--- config.mk ---
export PLATFORM = sky130hd
export DESIGN_NAME = mem_rd_arbiter
export DESIGN_NICKNAME = d
export VERILOG_FILES = /design/src/rtl/offnariscv_pkg.sv /design/src/rtl/rr_arbiter2.sv /design/src/rtl/mem_rd_arbiter.sv
export SDC_FILE = /design/constraint.sdc
export NUM_CORES = 1
export LEC_CHECK = 0
export BUFFER_PORTS_ARGS = -buffer_cell sky130_fd_sc_hd__buf_2
export CORE_AREA = 5 5 255 257
export CTS_CLUSTER_DIAMETER = 30
export DETAILED_ROUTE_END_ITERATION = 10
export DIE_AREA = 0 0 260 262
export HOLD_SLACK_MARGIN = 0.05
export MAX_ROUTING_LAYER = met4
export PLACE_DENSITY = 0.3
export SLEW_MARGIN = 20
export SYNTH_ARGS = -nofsm -noshare
export SYNTH_HDL_FRONTEND = slang
export SYNTH_SLANG_ARGS = --single-unit
--- constraint.sdc ---
create_clock -name clk -period 1.7 [get_ports clk]
set_clock_uncertainty 0.1 [all_clocks]
set_input_delay 0.17 -clock clk [delete_from_list [all_inputs] [get_ports clk]]
set_output_delay 0.17 -clock clk [all_outputs]
set_load 0.02 [all_outputs]
--- src/rtl/offnariscv_pkg.sv ---
// rtl/offnariscv_pkg.sv - shared states and requester constants for the memory read arbiter
package offnariscv_pkg;

    typedef enum logic [1:0] {
        IDLE = 2'd0,
        ADDR = 2'd1,
        DATA = 2'd2
    } arb_state_e;

    localparam int   ARB_NUM_REQ = 2;
    localparam logic ARB_REQ_IFU = 1'b0;
    localparam logic ARB_REQ_LSU = 1'b1;

endpackage

--- src/rtl/rr_arbiter2.sv ---
// rtl/rr_arbiter2.sv - combinational two-way pick, round-robin or LSU-priority on contention
module rr_arbiter2
    import offnariscv_pkg::*;
(
    input  logic [ARB_NUM_REQ-1:0] req,
    input  logic                   last_grant,
    input  logic                   rr_en,
    output logic                   grant
);

    always_comb begin
        grant = ARB_REQ_IFU;
        if (req == 2'b11) begin
            grant = rr_en ? ~last_grant : ARB_REQ_LSU;
        end else if (req[ARB_REQ_LSU]) begin
            grant = ARB_REQ_LSU;
        end
    end

endmodule

--- src/rtl/mem_rd_arbiter.sv ---
// rtl/mem_rd_arbiter.sv - IFU/LSU read-path arbiter, one transaction in flight; MEM_RD_ARB_ROUND_ROBIN_EN selects round-robin
module mem_rd_arbiter
    import offnariscv_pkg::*;
#(
    parameter int ADDR_WIDTH  = 32,
    parameter int DATA_WIDTH  = 256,
    parameter int RRESP_WIDTH = 4
) (
    input  logic                                   clk,
    input  logic                                   rst,
    input  logic [ARB_NUM_REQ-1:0]                 s_arvalid,
    output logic [ARB_NUM_REQ-1:0]                 s_arready,
    input  logic [ARB_NUM_REQ-1:0][ADDR_WIDTH-1:0] s_araddr,
    input  logic [ARB_NUM_REQ-1:0][7:0]            s_arlen,
    input  logic [ARB_NUM_REQ-1:0][2:0]            s_arsize,
    output logic [ARB_NUM_REQ-1:0]                 s_rvalid,
    input  logic [ARB_NUM_REQ-1:0]                 s_rready,
    output logic [DATA_WIDTH-1:0]                  s_rdata,
    output logic [RRESP_WIDTH-1:0]                 s_rresp,
    output logic                                   s_rlast,
    input  logic [ARB_NUM_REQ-1:0]                 s_rack,
    output logic                                   m_arvalid,
    input  logic                                   m_arready,
    output logic [ADDR_WIDTH-1:0]                  m_araddr,
    output logic [7:0]                             m_arlen,
    output logic [2:0]                             m_arsize,
    input  logic                                   m_rvalid,
    output logic                                   m_rready,
    input  logic [DATA_WIDTH-1:0]                  m_rdata,
    input  logic [RRESP_WIDTH-1:0]                 m_rresp,
    input  logic                                   m_rlast,
    output logic                                   m_rack,
    output logic                                   busy
);

`ifdef MEM_RD_ARB_ROUND_ROBIN_EN
    localparam logic RR_EN = 1'b1;
`else
    localparam logic RR_EN = 1'b0;
`endif

    arb_state_e state;
    logic       grant_q;
    logic       last_grant_q;
    logic       pick;

    rr_arbiter2 u_pick (
        .req        (s_arvalid),
        .last_grant (last_grant_q),
        .rr_en      (RR_EN),
        .grant      (pick)
    );

    // Grant is held from AR issue through the rlast handshake, so R needs no ID routing.
    always_ff @(posedge clk or negedge rst) begin
        if (!rst) begin
            state        <= IDLE;
            grant_q      <= ARB_REQ_IFU;
            last_grant_q <= ARB_REQ_LSU;
        end else begin
            case (state)
                IDLE: begin
                    if (|s_arvalid) begin
                        grant_q <= pick;
                        state   <= ADDR;
                    end
                end
                ADDR: begin
                    if (s_arvalid[grant_q] && m_arready) begin
                        last_grant_q <= grant_q;
                        state        <= DATA;
                    end
                end
                DATA: begin
                    if (m_rvalid && s_rready[grant_q] && m_rlast) begin
                        state <= IDLE;
                    end
                end
                default: state <= IDLE;
            endcase
        end
    end

    always_comb begin
        s_arready = '0;
        s_rvalid  = '0;
        m_arvalid = 1'b0;
        m_rready  = 1'b0;
        m_rack    = 1'b0;
        m_araddr  = s_araddr[grant_q];
        m_arlen   = s_arlen[grant_q];
        m_arsize  = s_arsize[grant_q];
        s_rdata   = m_rdata;
        s_rresp   = m_rresp;
        s_rlast   = m_rlast;
        busy      = (state != IDLE);
        case (state)
            ADDR: begin
                m_arvalid          = s_arvalid[grant_q];
                s_arready[grant_q] = m_arready;
            end
            DATA: begin
                s_rvalid[grant_q] = m_rvalid;
                m_rready          = s_rready[grant_q];
                m_rack            = s_rack[grant_q];
            end
            default: ;
        endcase
    end

endmodule

; Word level (Yosys, flattened, before mapping)
; Cells that the tools add are included.
[word_totals]
elab_cells = 46
ff_bits = 3
output_inout_bits = 312
input_bits = 357
[classes]
magnitude_cmp = 2
n_bitwise = 2
eq_ne = 6
n_reduce_logical = 9
mux = 25
[op_table]
columns = cell, count
row1 = 32-bit two-way mux, 2
row2 = 8-bit two-way mux, 2
row3 = 1-bit two-way mux, 12
row4 = 2-bit two-way mux, 5
row5 = 3-bit two-way mux, 2
row6 = 2-bit != test (second input constant), 3
row7 = 2-bit one-hot mux with 3 select lines, 1
row8 = 2-bit AND, 2
row9 = 2-bit == test (second input constant), 2
row10 = 1-bit logical AND, 4
row11 = 3-bit AND reduction, 1
row12 = 2-bit by 1-bit == test with 1-bit output (second input constant), 1
row13 = 2-bit logical NOT, 1
row14 = 1-bit by 2-bit less-than comparator with 1-bit output (second input constant), 1
row15 = 2-bit AND reduction, 1
row16 = 2-bit nonzero test, 1
row17 = 2-bit OR reduction, 1
row18 = 1-bit demux with 1-bit select, 1
row19 = 1-bit greater-or-equal comparator (second input constant), 1

; Longest topological paths before layout
[logic_depth]
ltp_word = 6
depth_mapped = 5
depth_no_buf = 3

; By module
; A second synthesis with hierarchy kept.
[hier_totals]
cells_unflattened = 344
hier_area_um2 = 2773.9
[modules_own_cells]
columns = module, instances, cells_per_inst, area_each_um2, seq_area_each_um2
row1 = mem_rd_arbiter, 1, 342, 2763.9, 101.3
row2 = rr_arbiter2, 1, 2, 10.0, 0.0

; Worst setup path after synthesis
; OpenSTA, ideal clock, no wires.
[synth_path]
path_kind = register to output
startpoint = register grant_q
endpoint = output s_arready[0]
path_buffers = 2
arrival_time_ps = 1174
path_stages_with_launch = 4
t_required_ps = 1430
path_slack_ps = 256
path_cell_list = dfrtp_1 -> buf_6 -> buf_2 -> nor3b_1
[synth_via]
elab_chain_cells = 6
elab_cells_between_ends = 7
classes_between = 2 x order compare / 3 x mux / 1 x bitwise / 1 x reduce/logical
[synth_lines]
columns = element, line_no
row1 = "start, declared", mem_rd_arbiter.sv:43  ; logic grant_q;
row2 = "start signal, assigned", mem_rd_arbiter.sv:64  ; grant_q <= pick;
row3 = 1-bit by 2-bit less-than comparator with 1-bit output (implied by the code) or 1-bit greater-or-equal comparator (tied branches), mem_rd_arbiter.sv:100  ; s_arready[grant_q] = m_arready;
row4 = 1-bit logical AND (implied by the code), mem_rd_arbiter.sv:100
row5 = 1-bit two-way mux (implied by the code), mem_rd_arbiter.sv:100
row6 = 1-bit demux with 1-bit select (*), mem_rd_arbiter.sv:100
row7 = 2-bit AND (no source line) (*), -
row8 = 2-bit two-way mux (*), mem_rd_arbiter.sv:97  ; case (state)
row9 = "end, declared", mem_rd_arbiter.sv:12  ; output logic [ARB_NUM_REQ-1:0] s_arready,
; Every way passes the cells marked *; elsewhere a longest branch is shown, timed or not.

; Worst setup path in the final report
[layout_path]
startpoint = register grant_q
endpoint = output m_araddr[17]
[layout_via]
elab_chain_cells = 2
[layout_lines]
columns = element, line_no
row1 = 32-bit two-way mux (implied by the code) (2 in series), mem_rd_arbiter.sv:90  ; m_araddr = s_araddr[grant_q];
row2 = "end, declared", mem_rd_arbiter.sv:24  ; output logic [ADDR_WIDTH-1:0] m_araddr,
; Every way passes these cells. The select of a mux whose other input is x is not followed.

==> results.py <==
metrics = {
    "cells_and_area": {
        "fill_cells": 7448,
        "multi_input_area_um2": 689.4,
        "nets": 589,
        "finalNonFillerCells": 1078,
        "area_growth_syn_to_layout_pct": 6.129,
        "register_area_um2": 76.32,
        "final_util_pct": 4.610,
        "drive_above_1_share_pct": 90.48,
    },
    "detailed_routing": {
        "drt_iter0_drc": 43,
        "route.detailed.drc": 0,
        "drt_wl_total_mm": 15.33,
        "vias": 1717,
        "viasPerCell": 1.593,
        "detail_route.wl_per_cell_um": 14.22,
        "first_pass_iters": 4,
        "antenna_left": 0,
    },
    "placed_design": {
        "dp_slack_ps": 65.28,
        "hpwl_mm": 13.69,
        "place_inst": 1067,
        "port_buffers": 148,
        "place_congestion": 0.6305,
    },
    "timing": {
        "hold_violations": 0,
        "timing.final.crit_share_pct": 103.0,
        "slew_viol_final": 0,
        "postLayoutSetupSlackWorst_ps": -50.88,
        "whs_ps": 126.4,
        "setup-tns-final_ps": -380.0,
        "finalSetupViolCount": 13,
        "rsz0062_at_grt": "true",
        "fmax_mhz": 571.1,
        "fin_crit_ps": 1751,
        "relSlewSlack_pct": 84.14,
        "tightest_slew_ps": 231.3,
    },
    "critical_path": {
        "reg2regPathDepth": 3,
        "endpoint_kind": "primary output",
        "crit_type": "flip-flop to primary output",
        "path_cells": "buf_4, clkbuf_16, mux2_4, buf_4",
        "worstPathArrival_ps": 1480,
        "cp_max_fo": 10,
        "cpMostUsedCell": "buf_4",
        "startpoint_type": "flip-flop",
        "rr_startpoint": "grant_q",
        "rrSetupSlack_ps": 300,
        "critical_path.max_stage_delay_ps": 450,
        "crit_buf_inv": 3,
        "reg2reg_to": "state[0]",
        "crit_required_ps": 1430,
        "cp_slowest_cell": "dfrtp_2",
        "crit_family": "buffers and inverters",
    },
    "clock_network": {
        "cts_tree": "built",
        "cts.reportedPaths.clkPinSlew_ps": 30,
        "root_buffer": "clkbuf_16",
        "h-tree-depth": 1,
        "cts_inserted_buffers": 3,
        "clock_path_buffers": 2,
        "clock_sinks": 3,
        "worstSkewPairLatency_ps": 220,
    },
    "logic_synthesis": {
        "syn_area_um2": 2715,
        "yosysTopAreaCell": "buf_4",
        "synth.top_cell.area_share_pct": 72.17,
        "syn_inst": 335,
        "synth_nets": 692,
        "avgSynthCellArea_um2": 8.105,
        "ys_seq_area_share_pct": 2.765,
        "synth_area_leaders": "buf_4 (72%), mux2_2 (18%), dfrtp_1 (2.8%)",
        "yosys.cell_types.count": 18,
        "synth_seq_cells": 3,
        "yosysWarningCount": 0,
    },
    "status": {
        "status": "complete, but fails checks",
        "violations": "negative setup slack",
    },
    "min_path": {
        "min_from": "m_arready",
        "hold_end": "state[0]",
        "min_path_cells": 2,
        "worstHoldPathType": "input pin to flip-flop",
    },
    "die": {
        "chipHeight_um": 262,
        "initial_core_util_pct": 4.344,
        "fp.dieW_um": 260,
        "fp.coreArea_um2": 62500,
        "dieArea_um2": 68120,
        "io_pins": 669,
        "std_cell_rows": 92,
    },
    "global_routing": {
        "track_usage_pct": 3.963,
        "grt_pass1_wl_mm": 17.35,
        "grt_pass1_vias": 1957,
        "grt_start_max_net_pins": 22,
        "antenna_found_initial": 1,
        "overflow": 0,
    },
    "power_and_ir_drop": {
        "peakVddDrop_mv": 0.3166,
        "p_per_area_nw_per_um2": 1109,
        "leakagePower_nw": 1.059,
    },
    "job": {
        "maxCapViolCount": 0,
    },
}
[metrics by stage]
stage,power [W],area [µm²]
2_1_floorplan,0.002396,2715
3_3_place_gp,0.002519,2576
3_5_place_dp,0.002517,2576
4_1_cts,0.003106,2776
5_1_grt,0.003448,2882
6_report,0.003197,2882
[layer usage]
layer | GRT usage (%) | vias up | wire length (µm)
met1 | 3.110 | 655 | 4309
met4 | 3.743 | 0 | 1692
met5 | - | - | 0
met2 | 6.226 | 347 | 6512
li1 | - | 595 | -
met3 | 2.537 | 120 | 2813
[worst reg2reg max path: stages, from the launching register on]
cell and delay [ps]:
dfrtp_2 450, buf_12 170, mux2_4 320, a311oi_2 260
[cell families after synthesis]
logic type             after synthesis  share of synthesized area, %
multiplexers                        46                         19.12
AND/OR/NAND/NOR                     15                         3.133
flip-flops                           3                         2.765
AO/OA/AOI/OAI                        3                         1.106
buffers and inverters              268                         73.87
[how the worst max path moves through the flow]
stage	start	endpoint	slack, ps	depth (start not counted)
2_1_floorplan	grant_q	s_arready[0]	260	3
3_5_place_dp	state[0]	s_rvalid[0]	70	3
3_3_place_gp	state[0]	s_rvalid[0]	20	3
5_1_grt	grant_q	m_araddr[15]	-90	4
6_report	grant_q	m_araddr[17]	-50	4
4_1_cts	grant_q	m_arvalid	-70	4
[timing repair]
| action | in CTS | in global routing |
|---|---|---|
| gates cloned | 0 | 1 |
| hold buffers | 1 | 0 |
| gates resized for setup | 33 | 17 |
| endpoints found under the hold margin | 3 | 0 |
| setup endpoints to repair | 16 | 27 |
| buffers inserted | 0 | 4 |
[layout make-up]
type	instances	area share, %
flip-flops and latches	3	2.649
well taps	846	36.73
repair buffers	159	33.74
inverters	1	0.1303
clock buffers	4	2.736
multi-input cells	64	23.93
diodes	1	0.08684
[where the power goes]
part	switching [W]	total (W)	internal (W)
clock network	0.0000683	0.000378	0.000310
registers	0.0000676	0.000177	0.000109
logic	0.00138	0.00264	0.00126
total	0.00152	0.00320	0.00168
[layout by cell type (no fill, tap or decap), types with 2 or more instances in the layout]
cell and instances:
buf_4 11, dfrtp_1 2, nand2_1 3, nor2_1 4, clkbuf_16 4, mux2_2 32, buf_12 2, buf_2 129
buf_6 15, mux2i_1 2, mux2_4 12, and4b_1 2
[state kept, by name, summed over array words and instances (netlist names)]
signal / flops
grant_q: 1
state: 2
[synth_stat cells (all sizes together)]
master	n
nor2b	1
nor2	4
nor3	1
mux2i	2
nor3b	2
nand2b	2
dfrtp	3
and4b	2
inv	1
nand2	3
mux2	44
o22ai	1
a22o	1
buf	267
a311oi	1
Note: power is estimated with default switching activity, not from simulation.
